<file path="src/rtl/rv_ctrl_pkg.sv">
// rtl/rv_ctrl_pkg.sv - opcodes, ALU encodings and the decoded control bundle
package rv_ctrl_pkg;

  localparam logic [6:0] OPC_LW  = 7'b0000011;
  localparam logic [6:0] OPC_SW  = 7'b0100011;
  localparam logic [6:0] OPC_R   = 7'b0110011;
  localparam logic [6:0] OPC_I   = 7'b0010011;
  localparam logic [6:0] OPC_BEQ = 7'b1100011;
  localparam logic [6:0] OPC_JAL = 7'b1101111;

  localparam logic [2:0] ALU_AND = 3'b000;
  localparam logic [2:0] ALU_OR  = 3'b001;
  localparam logic [2:0] ALU_ADD = 3'b010;
  localparam logic [2:0] ALU_SUB = 3'b110;
  localparam logic [2:0] ALU_SLT = 3'b111;

  localparam logic [6:0] F7_BASE = 7'b0000000;
  localparam logic [6:0] F7_ALT  = 7'b0100000;

  typedef enum logic [1:0] {
    RES_ALU = 2'b00,
    RES_MEM = 2'b01,
    RES_PC4 = 2'b10
  } result_e;

  typedef enum logic [1:0] {
    IMM_I = 2'b00,
    IMM_S = 2'b01,
    IMM_B = 2'b10,
    IMM_J = 2'b11
  } imm_src_e;

  typedef struct packed {
    logic       reg_we;
    logic       src_b;
    logic       dmem_we;
    result_e    result;
    imm_src_e   imm_src;
    logic       branch;
    logic       jump;
    logic [2:0] alu_op;
  } ctrl_bundle_t;

  localparam ctrl_bundle_t CTRL_NOP = '{
    reg_we:  1'b0,
    src_b:   1'b0,
    dmem_we: 1'b0,
    result:  RES_ALU,
    imm_src: IMM_I,
    branch:  1'b0,
    jump:    1'b0,
    alu_op:  ALU_AND
  };

  function automatic logic alu_f3_ok(input logic [2:0] f3);
    return (f3 == 3'b000) || (f3 == 3'b010) || (f3 == 3'b110) || (f3 == 3'b111);
  endfunction

  // sub_sel only matters for funct3=000; I-type callers pass 0 so it is always add.
  function automatic logic [2:0] alu_from_f3(input logic [2:0] f3, input logic sub_sel);
    logic [2:0] op;
    case (f3)
      3'b000:  op = sub_sel ? ALU_SUB : ALU_ADD;
      3'b010:  op = ALU_SLT;
      3'b110:  op = ALU_OR;
      default: op = ALU_AND;
    endcase
    return op;
  endfunction

endpackage

</file>
<file path="src/rtl/ctrl_decode_comb.sv">
// rtl/ctrl_decode_comb.sv - combinational RV32I subset decoder: instr -> control bundle
module ctrl_decode_comb
  import rv_ctrl_pkg::*;
(
  input  logic [31:0]  instr,
  output ctrl_bundle_t ctrl,
  output logic         illegal,
  output logic [4:0]   rd,
  output logic [4:0]   rs1,
  output logic [4:0]   rs2,
  output logic         uses_rs1,
  output logic         uses_rs2
);

  logic [6:0] opcode;
  logic [2:0] funct3;
  logic [6:0] funct7;

  assign opcode = instr[6:0];
  assign funct3 = instr[14:12];
  assign funct7 = instr[31:25];
  assign rs1    = instr[19:15];
  assign rs2    = instr[24:20];

  // Illegal encodings leave ctrl at NOP and rd at 0 so they can never write or cause a hazard.
  always_comb begin
    ctrl     = CTRL_NOP;
    illegal  = 1'b0;
    rd       = 5'd0;
    uses_rs1 = 1'b1;
    uses_rs2 = 1'b0;
    case (opcode)
      OPC_LW: begin
        if (funct3 == 3'b010) begin
          ctrl.reg_we  = 1'b1;
          ctrl.src_b   = 1'b1;
          ctrl.result  = RES_MEM;
          ctrl.imm_src = IMM_I;
          ctrl.alu_op  = ALU_ADD;
          rd           = instr[11:7];
        end else begin
          illegal = 1'b1;
        end
      end
      OPC_SW: begin
        uses_rs2 = 1'b1;
        if (funct3 == 3'b010) begin
          ctrl.dmem_we = 1'b1;
          ctrl.src_b   = 1'b1;
          ctrl.imm_src = IMM_S;
          ctrl.alu_op  = ALU_ADD;
        end else begin
          illegal = 1'b1;
        end
      end
      OPC_R: begin
        uses_rs2 = 1'b1;
        if (((funct7 == F7_BASE) || (funct7 == F7_ALT)) && alu_f3_ok(funct3)) begin
          ctrl.reg_we = 1'b1;
          ctrl.result = RES_ALU;
          ctrl.alu_op = alu_from_f3(funct3, funct7[5]);
          rd          = instr[11:7];
        end else begin
          illegal = 1'b1;
        end
      end
      OPC_I: begin
        if (alu_f3_ok(funct3)) begin
          ctrl.reg_we  = 1'b1;
          ctrl.src_b   = 1'b1;
          ctrl.imm_src = IMM_I;
          ctrl.alu_op  = alu_from_f3(funct3, 1'b0);
          rd           = instr[11:7];
        end else begin
          illegal = 1'b1;
        end
      end
      OPC_BEQ: begin
        uses_rs2 = 1'b1;
        if (funct3 == 3'b000) begin
          ctrl.branch  = 1'b1;
          ctrl.imm_src = IMM_B;
          ctrl.alu_op  = ALU_SUB;
        end else begin
          illegal = 1'b1;
        end
      end
      OPC_JAL: begin
        uses_rs1     = 1'b0;
        ctrl.reg_we  = 1'b1;
        ctrl.jump    = 1'b1;
        ctrl.result  = RES_PC4;
        ctrl.imm_src = IMM_J;
        rd           = instr[11:7];
      end
      default: illegal = 1'b1;
    endcase
  end

endmodule

</file>
<file path="src/rtl/decode_ctrl_pipe.sv">
// rtl/decode_ctrl_pipe.sv - decode control with D->E register, load-use stall, flush, illegal counter
module decode_ctrl_pipe
  import rv_ctrl_pkg::*;
#(
  parameter int ALU_OP_W = 3,
  parameter int CNT_W    = 8
) (
  input  logic                clk,
  input  logic                rst_n,
  input  logic [31:0]         instr_D,
  input  logic                valid_D,
  output logic                ready_D,
  input  logic                ready_E,
  input  logic                flush_E,
  output logic                valid_E,
  output logic                ctrl_register_file_WE_E,
  output logic                ctrl_srcB_E,
  output logic                ctrl_data_memory_WE_E,
  output logic [1:0]          ctrl_result_E,
  output logic [1:0]          ctrl_imm_src_E,
  output logic                ctrl_branch_E,
  output logic                ctrl_jump_E,
  output logic [ALU_OP_W-1:0] ctrl_ALU_op_E,
  output logic [4:0]          rd_E,
  output logic                illegal_E,
  output logic [CNT_W-1:0]    illegal_cnt
);

  localparam logic [CNT_W-1:0] CNT_MAX = '1;
  localparam logic [CNT_W-1:0] CNT_ONE = {{(CNT_W-1){1'b0}}, 1'b1};

  ctrl_bundle_t dec_ctrl;
  logic         dec_illegal;
  logic [4:0]   dec_rd;
  logic [4:0]   rs1_D;
  logic [4:0]   rs2_D;
  logic         dec_uses_rs1;
  logic         dec_uses_rs2;

  ctrl_decode_comb u_decode (
    .instr    (instr_D),
    .ctrl     (dec_ctrl),
    .illegal  (dec_illegal),
    .rd       (dec_rd),
    .rs1      (rs1_D),
    .rs2      (rs2_D),
    .uses_rs1 (dec_uses_rs1),
    .uses_rs2 (dec_uses_rs2)
  );

  logic             valid_q,   valid_d;
  ctrl_bundle_t     ctrl_q,    ctrl_d;
  logic [4:0]       rd_q,      rd_d;
  logic             illegal_q, illegal_d;
  logic [CNT_W-1:0] cnt_q,     cnt_d;

  logic e_is_load;
  logic load_use;
  logic e_free;
  logic capture;

  // Only lw selects the memory result, so result==MEM identifies a load in E.
  assign e_is_load = valid_q & (ctrl_q.result == RES_MEM);
  assign load_use  = e_is_load & (rd_q != 5'd0) &
                     ((dec_uses_rs1 & (rd_q == rs1_D)) | (dec_uses_rs2 & (rd_q == rs2_D)));
  assign e_free    = ~valid_q | ready_E;
  assign ready_D   = flush_E | (e_free & ~load_use);
  assign capture   = valid_D & ready_D & ~flush_E;

  always_comb begin
    valid_d   = valid_q;
    ctrl_d    = ctrl_q;
    rd_d      = rd_q;
    illegal_d = illegal_q;
    cnt_d     = cnt_q;
    if (flush_E || (e_free && !capture)) begin
      valid_d   = 1'b0;
      ctrl_d    = CTRL_NOP;
      rd_d      = 5'd0;
      illegal_d = 1'b0;
    end else if (capture) begin
      valid_d   = 1'b1;
      ctrl_d    = dec_ctrl;
      rd_d      = dec_rd;
      illegal_d = dec_illegal;
    end
    if (capture && dec_illegal && (cnt_q != CNT_MAX)) begin
      cnt_d = cnt_q + CNT_ONE;
    end
  end

  always_ff @(posedge clk or negedge rst_n) begin
    if (!rst_n) begin
      valid_q   <= 1'b0;
      ctrl_q    <= CTRL_NOP;
      rd_q      <= 5'd0;
      illegal_q <= 1'b0;
      cnt_q     <= '0;
    end else begin
      valid_q   <= valid_d;
      ctrl_q    <= ctrl_d;
      rd_q      <= rd_d;
      illegal_q <= illegal_d;
      cnt_q     <= cnt_d;
    end
  end

  assign valid_E                 = valid_q;
  assign ctrl_register_file_WE_E = ctrl_q.reg_we;
  assign ctrl_srcB_E             = ctrl_q.src_b;
  assign ctrl_data_memory_WE_E   = ctrl_q.dmem_we;
  assign ctrl_result_E           = ctrl_q.result;
  assign ctrl_imm_src_E          = ctrl_q.imm_src;
  assign ctrl_branch_E           = ctrl_q.branch;
  assign ctrl_jump_E             = ctrl_q.jump;
  assign ctrl_ALU_op_E           = ALU_OP_W'(ctrl_q.alu_op);
  assign rd_E                    = rd_q;
  assign illegal_E               = illegal_q;
  assign illegal_cnt             = cnt_q;

endmodule

</file>
<file path="config.mk">
export PLATFORM = sky130hd
export DESIGN_NAME = decode_ctrl_pipe
export DESIGN_NICKNAME = d
export VERILOG_FILES = /design/src/rtl/rv_ctrl_pkg.sv /design/src/rtl/ctrl_decode_comb.sv /design/src/rtl/decode_ctrl_pipe.sv
export SDC_FILE = /design/constraint.sdc
export NUM_CORES = 1
export LEC_CHECK = 0
export ABC_AREA = 1
export BUFFER_PORTS_ARGS = -buffer_cell sky130_fd_sc_hd__buf_2
export CAP_MARGIN = 20
export CORE_MARGIN = 3
export CORE_UTILIZATION = 45
export CTS_CLUSTER_DIAMETER = 120
export DETAILED_ROUTE_END_ITERATION = 8
export PLACE_DENSITY = 0.79
export SYNTH_ARGS = -nofsm -noshare
export SYNTH_HDL_FRONTEND = slang
export SYNTH_HIERARCHICAL = 1
export SYNTH_SLANG_ARGS = --single-unit
</file>
<file path="constraint.sdc">
create_clock -name clk -period 1.7 [get_ports clk]
set_input_delay 0 -clock clk [delete_from_list [all_inputs] [get_ports clk]]
set_output_delay 0 -clock clk [all_outputs]
set_load 0.01 [all_outputs]
</file>
* Yosys cells after proc, flatten, opt, wreduce, memory -nomap -nowiden *
Cells that the tools add are included.

storage, ports and cells
  flip-flop bits (word level) = 27
  output and inout bits = 28
  word-level logic and storage cells = 97

operators by class
  $add $sub $neg = 1
  equal/unequal tests = 14
  multiplexer cells = 40
  bitwise logic cells = 14
  reduce and logical (&&, ||, !) cells = 16

operators by type and width
  operator                                                               count
  5-bit 2-to-1 mux                                                       5
  12-bit 2-to-1 mux                                                      2
  7-bit by 6-bit equality test with 1-bit output, second input constant  3
  5-bit case mux with 4 select lines                                     1
  3-bit 2-to-1 mux                                                       6
  3-bit case mux with 3 select lines                                     2
  1-bit 2-to-1 mux                                                       15
  7-bit equality test, second input constant                             2
  3-bit case mux with 4 select lines                                     1
  5-bit equality test                                                    2
  8-bit by 1-bit adder with 8-bit output, second input constant          1
  1-bit AND                                                              8
  8-bit != test, second input constant                                   1
  2-bit case mux with 4 select lines                                     1
  7-bit by 2-bit equality test with 1-bit output, second input constant  1
  7-bit by 5-bit equality test with 1-bit output, second input constant  1
  7-bit zero test                                                        1
  3-bit equality test, second input constant                             2
  2-bit 2-to-1 mux                                                       3
  1-bit logical OR                                                       5
  1-bit case mux with 5 select lines                                     1
  5-bit nonzero test                                                     1
  1-bit logical AND                                                      4
  1-bit case mux with 4 select lines                                     1
  11 further kinds                                                       15

* Depth between registers and ports, before layout *
Gate-level depths: netlist of the first run.

  depth after elaboration = 15
  depth in mapped cells = 15
  mapped depth without buffers = 15

* Hierarchy *
Netlist of the first run, hierarchy kept.

modules (own cells, without submodules)
  module            times used  cells an instance  area an instance (µm²)  sequential area each (µm²)
  decode_ctrl_pipe  1           197                1544.0                  675.6
  ctrl_decode_comb  1           100                519.2                   0.0

* Worst setup path after synthesis of the first run *
OpenSTA, ideal clock, no wires.

  kind = reg-to-reg
  start = register valid_q, in the netlist valid_E
  end = register cnt_q[0], in the netlist illegal_cnt[0]
  arrival = 1.273 ns
  required time = 1.578 ns
  slack = 0.306 ns
  cell stages (with the launch flop) = 9
  clock period less this slack = 1.394 ns
  cell sequence = dfrtp_1 -> inv_1 -> nor2_1 -> inv_1 -> or2_1 -> buf_2 -> nand4_2 -> o21bai_1 -> nand2_1

on the way
  cells in the longest elaborated chain, start to end = 10
  elaborated cells between the ends (all ways) = 12
  those cells by class = bitwise (10); reduce/logical (2)

RTL lines
  what                                line                     source
  from (decl)                         decode_ctrl_pipe.sv:51   logic valid_q, valid_d;
  from (signal assigned)              decode_ctrl_pipe.sv:100  valid_q <= valid_d;
  1-bit AND                           decode_ctrl_pipe.sv:63   assign e_is_load = valid_q & (ctrl_q.result == RES_MEM);
  1-bit AND (2 in a row)              decode_ctrl_pipe.sv:64   assign load_use = e_is_load & (rd_q != 5'd0) &
  1-bit inverter                      decode_ctrl_pipe.sv:67   assign ready_D = flush_E | (e_free & ~load_use);
  1-bit AND (*)                       decode_ctrl_pipe.sv:67
  1-bit bitwise OR (*)                decode_ctrl_pipe.sv:67
  1-bit AND (*) (2 in a row)          decode_ctrl_pipe.sv:68   assign capture = valid_D & ready_D & ~flush_E;
  1-bit logical AND (*) (2 in a row)  decode_ctrl_pipe.sv:87   if (capture && dec_illegal && (cnt_q != CNT_MAX)) begin
  to (signal assigned)                decode_ctrl_pipe.sv:104  cnt_q <= cnt_d;
  to (decl)                           decode_ctrl_pipe.sv:55   logic [CNT_W-1:0] cnt_q, cnt_d;

Every way passes the cells marked *; elsewhere a longest branch is shown, timed or not.
A chain may end at the register's enable or synchronous reset.

* Final worst setup path of the first run *
  start = register valid_q, in the netlist valid_E
  end = output ready_D

on the way
  cells in the longest elaborated chain, start to end = 6
  elaborated cells between the ends (all ways) = 8
  those cells by class = bitwise (8)

RTL lines
  what                    line                    source
  1-bit AND               decode_ctrl_pipe.sv:63
  1-bit AND (2 in a row)  decode_ctrl_pipe.sv:64
  1-bit inverter          decode_ctrl_pipe.sv:67
  1-bit AND (*)           decode_ctrl_pipe.sv:67
  1-bit bitwise OR (*)    decode_ctrl_pipe.sv:67
  to (decl)               decode_ctrl_pipe.sv:12  output logic ready_D,

Marks and branches as above.

==> run summary, run 1 <==
Syn Inst Count: 297
Clock buffer depth: 2
Most frequent cells in the layout: 64 x buf_2, 53 x inv_1, 53 x nand2_1
CORE AREA: 4200 um2
TritonCTS clock tree: done
Clk network pwr share: 22.6%
Iteration-0 DRC Markers: 121
Power Total: 1.68 mW
Status: finished, final reports clean
GRT Overall Usage: 19.4%
Total number of vias: 2041
Dpl hpwl: 3810 um
Dpl ws: 0.107 ns
Clock buffer count from CTS: 3
IO Port Bufs: 64
F_max: 630 MHz
Hold WC Path Type: in2reg
VDD IR max: 0.475 mV
DRC errors left: 0
WHS: 0.0868 ns
Initial antenna violation count: 0
Int Power: 1.10 mW
Max-slew headroom: 57.9%
Post-route cell area: 2470 um2
Row cnt: 23
R2R Path End: rd_E[3]$_DFFE_PN0P_
Register clock-pin slew on the reported worst setup and hold paths: 0.10 ns
WL final: 5100 um
Power Density: 682 nW/um2
Reg-to-Reg Start: valid_E$_DFFE_PN0P_
Most frequent CP cell: inv_1
Critical Path Start: valid_E$_DFFE_PN0P_
Min cycle time layout: 1.59 ns
End point of the critical path: ready_D
Number of global-route vias before repair: 1911
Area Growth Syn to Fin: 19.5%
FF+latch count, synth: 27
Largest net degree at the start of global routing: 28
Via/cell ratio: 4.99
Syn Nets: 335
Die area: 5430 um2
Hold Vio Cnt, Final: 0
Combinational power share: 31.6%
Reg2Reg Depth: 8
Final setup viols: 0
Cell area after placement: 2380 um2
Avg Cell Area, Syn: 6.95 um2
Mapped cell area: 2060 um2
Final core utilization: 58.7%
Slowest CP cell: dfrtp_1
WL/cell: 12.5 um
Initial Util: 49.1%
Crit. End Element: output port
Tcrit/Tclk final: 93.3%
Global-route wire length before repair: 8380 um
Total grt overflow: 0
Seq pwr share: 45.7%
Placer Congestion: 0.890
Worst Max-Slew Pin Slew: 0.631 ns
Antenna viol nets, final: 0
Final Non-Filler Cells: 409
Die width: 73.7 um
Clk_lat worst skew: 0.28 ns
Sw Share: 34.5%
DRT Pass-1 Iters: 4
Root Driver: clkbuf_8
ANT cells: 0
Switch Pwr: 0.580 mW
Ys Warns: 6
CTS H-tree depth: 1
CP max stage delay: 0.42 ns
Commonest non-fill, non-tap cell in the layout: buf_2
IO Pins: 65
Die Ht: 73.7 um
Worst path arrival time: 1.59 ns
Final WS setup: 0.114 ns
Max Cap Viol: 0
Reg2Reg Setup Slack: 0.13 ns
Sequential area share after synthesis: 32.7%
Crit start category: register
Fin. max-slew vios: 0
Placed Instances: 401
Final #Nets: 398
Worst Path Max Fanout: 5
Layout cells sized above 1: 32.9%
Clock skew: 0.00696 ns
Yosys cell types: 30
CP required: 1.70 ns
CTS sink count: 27
Crit-path cells: inv_1 -> nor2_1 -> inv_1 -> or2_1 -> a21boi_4 -> buf_2
Setup TNS: 0 ns
Leakage: 1.40 nW
CP Class: reg2out
[power by group through the flow]
stage / Combinational (mW) / Sequential, mW / Clock [mW]
floorplan: 0.292 / 0.821 / 0
global placement: 0.509 / 0.781 / 0
detailed placement: 0.524 / 0.781 / 0
CTS: 0.535 / 0.769 / 0.389
global route: 0.596 / 0.780 / 0.411
finish: 0.532 / 0.770 / 0.381
[per-layer routing]
layer  wire length [um]  share of wire [%]  vias up  global-route usage [%]
li1                   -                  -     1042                       -
met1               2320                 45      919                    26.9
met2               2420                 47       75                    32.3
met3                319                6.3        5                    1.64
met4                 44               0.86        0                    5.03
met5                  0                  0        -                       0
[layout make-up]
cell class	instances	area, um2
Fill cell	396	1740
Multi-Input combinational cell	191	1050
Sequential cell	27	676
Timing Repair Buffer	72	383
Inverter	65	246
Tap cell	50	62.6
Clock buffer	3	41.3
Clock inverter	1	7.51
[critical path, delay by kind of cell (launching register included)]
kind	cells	cell delay, ns
flops	1	0.42
compound gates	1	0.28
buf+inv	3	0.31
simple gates	2	0.30
[sequential cells by signal, indices dropped and copies added, names as in the netlist]
name and count:
illegal_cnt 8, rd_E 5, ctrl_ALU_op_E 3, ctrl_imm_src_E 2, ctrl_result_E 2, ctrl_branch_E 1, ctrl_data_memory_WE_E 1, ctrl_jump_E 1
ctrl_register_file_WE_E 1, ctrl_srcB_E 1, illegal_E 1, valid_E 1
[how the worst min path moves through the flow]
stage / from / to / slack, ns / cells after the start
6_report: instr_D[7] / rd_E[0]$_DFFE_PN0P_ / 0.09 / 5
5_1_grt: instr_D[7] / rd_E[0]$_DFFE_PN0P_ / 0.11 / 5
4_1_cts: instr_D[7] / rd_E[0]$_DFFE_PN0P_ / 0.08 / 5
3_5_place_dp: rst_n / valid_E$_DFFE_PN0P_ / 0.05 / 1
3_3_place_gp: rst_n / rd_E[4]$_DFFE_PN0P_ / 0.05 / 1
2_1_floorplan: rst_n / ctrl_ALU_op_E[0]$_DFFE_PN0P_ / -0.30 / 0
[synthesized netlist by cell type (all sizes together)]
library cell	count	area share (%)
inv	65	12
nand2	60	12
nand3	45	13
nor2	33	8.4
dfrtp	27	33
o21ai	24	6.0
buf	13	4.7
o21bai	8	2.9
xor2	6	2.5
nand4	5	1.8
nor3	5	2.0
a21boi	1	0.91
a21oi	1	0.24
clkbuf	1	0.18
ha	1	0.61
o22ai	1	0.30
or2	1	0.30
[cell families after synthesis]
group | after synthesis | synth area share, %
AO/OA/AOI/OAI | 35 | 10.4
XOR/XNOR | 6 | 2.55
adder cells (fa/ha/maj) | 1 | 0.606
buffers and inverters | 79 | 16.8
flip-flops | 27 | 32.7
AND/OR/NAND/NOR | 149 | 36.9
[what timing repair did]
item                       4_1_cts  5_1_grt
setup endpoints to repair        1        8
gates cloned                     0        0
hold buffers                     1        0
resized for setup                0        1
setup buffers                    3        0
hold endpoints to repair        27        0
No activity file was read; power rests on OpenSTA's default activity.
==> run 2, diff against run 1 <==
clock period = 1.9 ns   (was 1.7 ns; I/O delays follow)
==> run 2 against run 1 <==
  * Via count decreased by 2.0%
  * Global-route usage decreased by 0.95 points
  * Routed wire length shrank 6.4%
==> run summary, run 2 (synthesis gave the netlist of run 1 again) <==
Clock skew: 0.0125 ns
Die width: 73.7 um
Worst Max-Slew Pin Slew: 0.600 ns
Clk_lat worst skew: 0.28 ns
Fin. max-slew vios: 0
Die Ht: 73.7 um
Hold Vio Cnt, Final: 0
Tcrit/Tclk final: 86.0%
Worst path arrival time: 1.63 ns
Iteration-0 DRC Markers: 110
Met1 wire length: 2210 um
VDD IR max: 0.504 mV
Max Cap Viol: 0
WL final: 4770 um
Row cnt: 23
Number of global-route vias before repair: 1865
Placed Instances: 399
Clock buffer count from CTS: 3
Crit start category: register
R2R Path End: illegal_cnt[6]$_DFFE_PN0P_
Via/cell ratio: 4.91
CP Class: reg2out
WP buf/inv: 3
Initial Util: 49.1%
WL met3: 318 um
Most frequent CP cell: inv_1
Clock buffer depth: 2
RSZ-0062 raised after global routing: no
Hold Crit Depth: 5
DRC errors left: 0
Worst Hold End: rd_E[0]$_DFFE_PN0P_
Dpl hpwl: 3650 um
Max-slew headroom: 60.0%
Reg-to-Reg Start: valid_E$_DFFE_PN0P_
Fill count: 407
Final #Nets: 396
TritonCTS clock tree: done
Dpl ws: 0.210 ns
Slowest CP cell: dfrtp_1
Crit path depth: 6
Final WS setup: 0.266 ns
F_max: 612 MHz
Placer Congestion: 0.892
Global-route wire length before repair: 8000 um
DRT Pass-1 Iters: 4
WL/cell: 11.7 um
GRT Overall Usage: 18.4%
Root Driver: clkbuf_8
Die area: 5430 um2
Hold WC Path Type: in2reg
Leakage: 1.40 nW
Worst path top cell family by delay: flip-flops
Most frequent cells in the layout: 64 x buf_2, 53 x inv_1, 53 x nand2_1
Total grt overflow: 0
IO Port Bufs: 64
Initial antenna violation count: 0
Worst Path Max Fanout: 11
Area Growth Syn to Fin: 18.3%
Status: finished, final reports clean
IO Pins: 65
Min-delay src: instr_D[7]
Max reg flops: 8
Reg2Reg Setup Slack: 0.29 ns
Largest net degree at the start of global routing: 28
Max Used Layer: met4
CTS H-tree depth: 1
Met2 routed WL: 2230 um
Reg2Reg Depth: 7
CTS sink count: 27
Total number of vias: 2000
Layout cells sized above 1: 32.5%
Commonest non-fill, non-tap cell in the layout: buf_2
Setup TNS: 0 ns
Crit-path cells: inv_1 -> nor2_1 -> inv_1 -> or2_1 -> a21boi_4 -> buf_2
Final core utilization: 58.1%
Antenna viol nets, final: 0
CP max stage delay: 0.42 ns
ANT cells: 0
CP required: 1.90 ns
Final setup viols: 0
Register clock-pin slew on the reported worst setup and hold paths: 0.10 ns
Final Non-Filler Cells: 407
Min cycle time layout: 1.63 ns
Crit. End Element: output port
CORE AREA: 4200 um2
Power Density: 604 nW/um2
run 2: cell types whose count changed in the layout (fill, tap and decap cells not counted), sizes merged:
cell and delta:
clkinv +1, buf -2, clkinvlp -1
run 2: area by class of cell:
cell class,count,area [um2],area share [%]
multi-input combinational,191,1040,42.7
sequential,27,676,27.7
timing repair buffer,70,368,15.1
inverter,65,246,10.1
tap,50,62.6,2.56
clock buffer,3,41.3,1.69
clock inverter,1,5.00,0.205
run 2: how the worst max path moves through the flow:
stage	slack [ns]	start	end
finish	0.27	valid_E$_DFFE_PN0P_	ready_D
detailed placement	0.21	valid_E$_DFFE_PN0P_	ctrl_imm_src_E[1]$_DFFE_PN0P_
global placement	0.29	valid_E$_DFFE_PN0P_	ctrl_ALU_op_E[2]$_DFFE_PN0P_
global route	0.09	valid_E$_DFFE_PN0P_	illegal_cnt[1]$_DFFE_PN0P_
CTS	0.28	valid_E$_DFFE_PN0P_	ready_D
floorplan	0.51	valid_E$_DFFE_PN0P_	illegal_cnt[0]$_DFFE_PN0P_
run 2: tightest hold or removal path, cell delays in order:
cell     delay (ns)
buf_2          0.10
inv_1          0.06
nor2_2         0.04
nand2_1        0.05
o22ai_1        0.06
run 2: what timing repair did:
item                                    CTS  global route
hold endpoints to repair                 27             0
hold buffers                              1             0
endpoints found under the setup margin    1             0
resized for setup                         0             0
buffers inserted                          3             0
run 2: through the flow:
step | total power, mW | hold WS [ns] | instance area [um2]
after floorplan | 0.996 | -0.296 | 2060
after global routing | 1.57 | 0.0918 | 2440
after detailed placement | 1.15 | 0.0524 | 2360
after global placement | 1.14 | 0.0442 | 2360
final | 1.47 | 0.0756 | 2440
after CTS | 1.49 | 0.0674 | 2440
run 2: power by group:
group / total [mW] / internal [mW] / switching, mW
Combinational: 0.441 / 0.187 / 0.254
Sequential: 0.702 / 0.637 / 0.0656
Clock: 0.330 / 0.147 / 0.183
Total: 1.47 / 0.971 / 0.503
run 2: metal layers:
metal,vias up,global-route usage [%]
met5,-,0
met4,0,2.41
met3,2,3.69
met2,67,31.4
met1,892,24.7
li1,1039,-
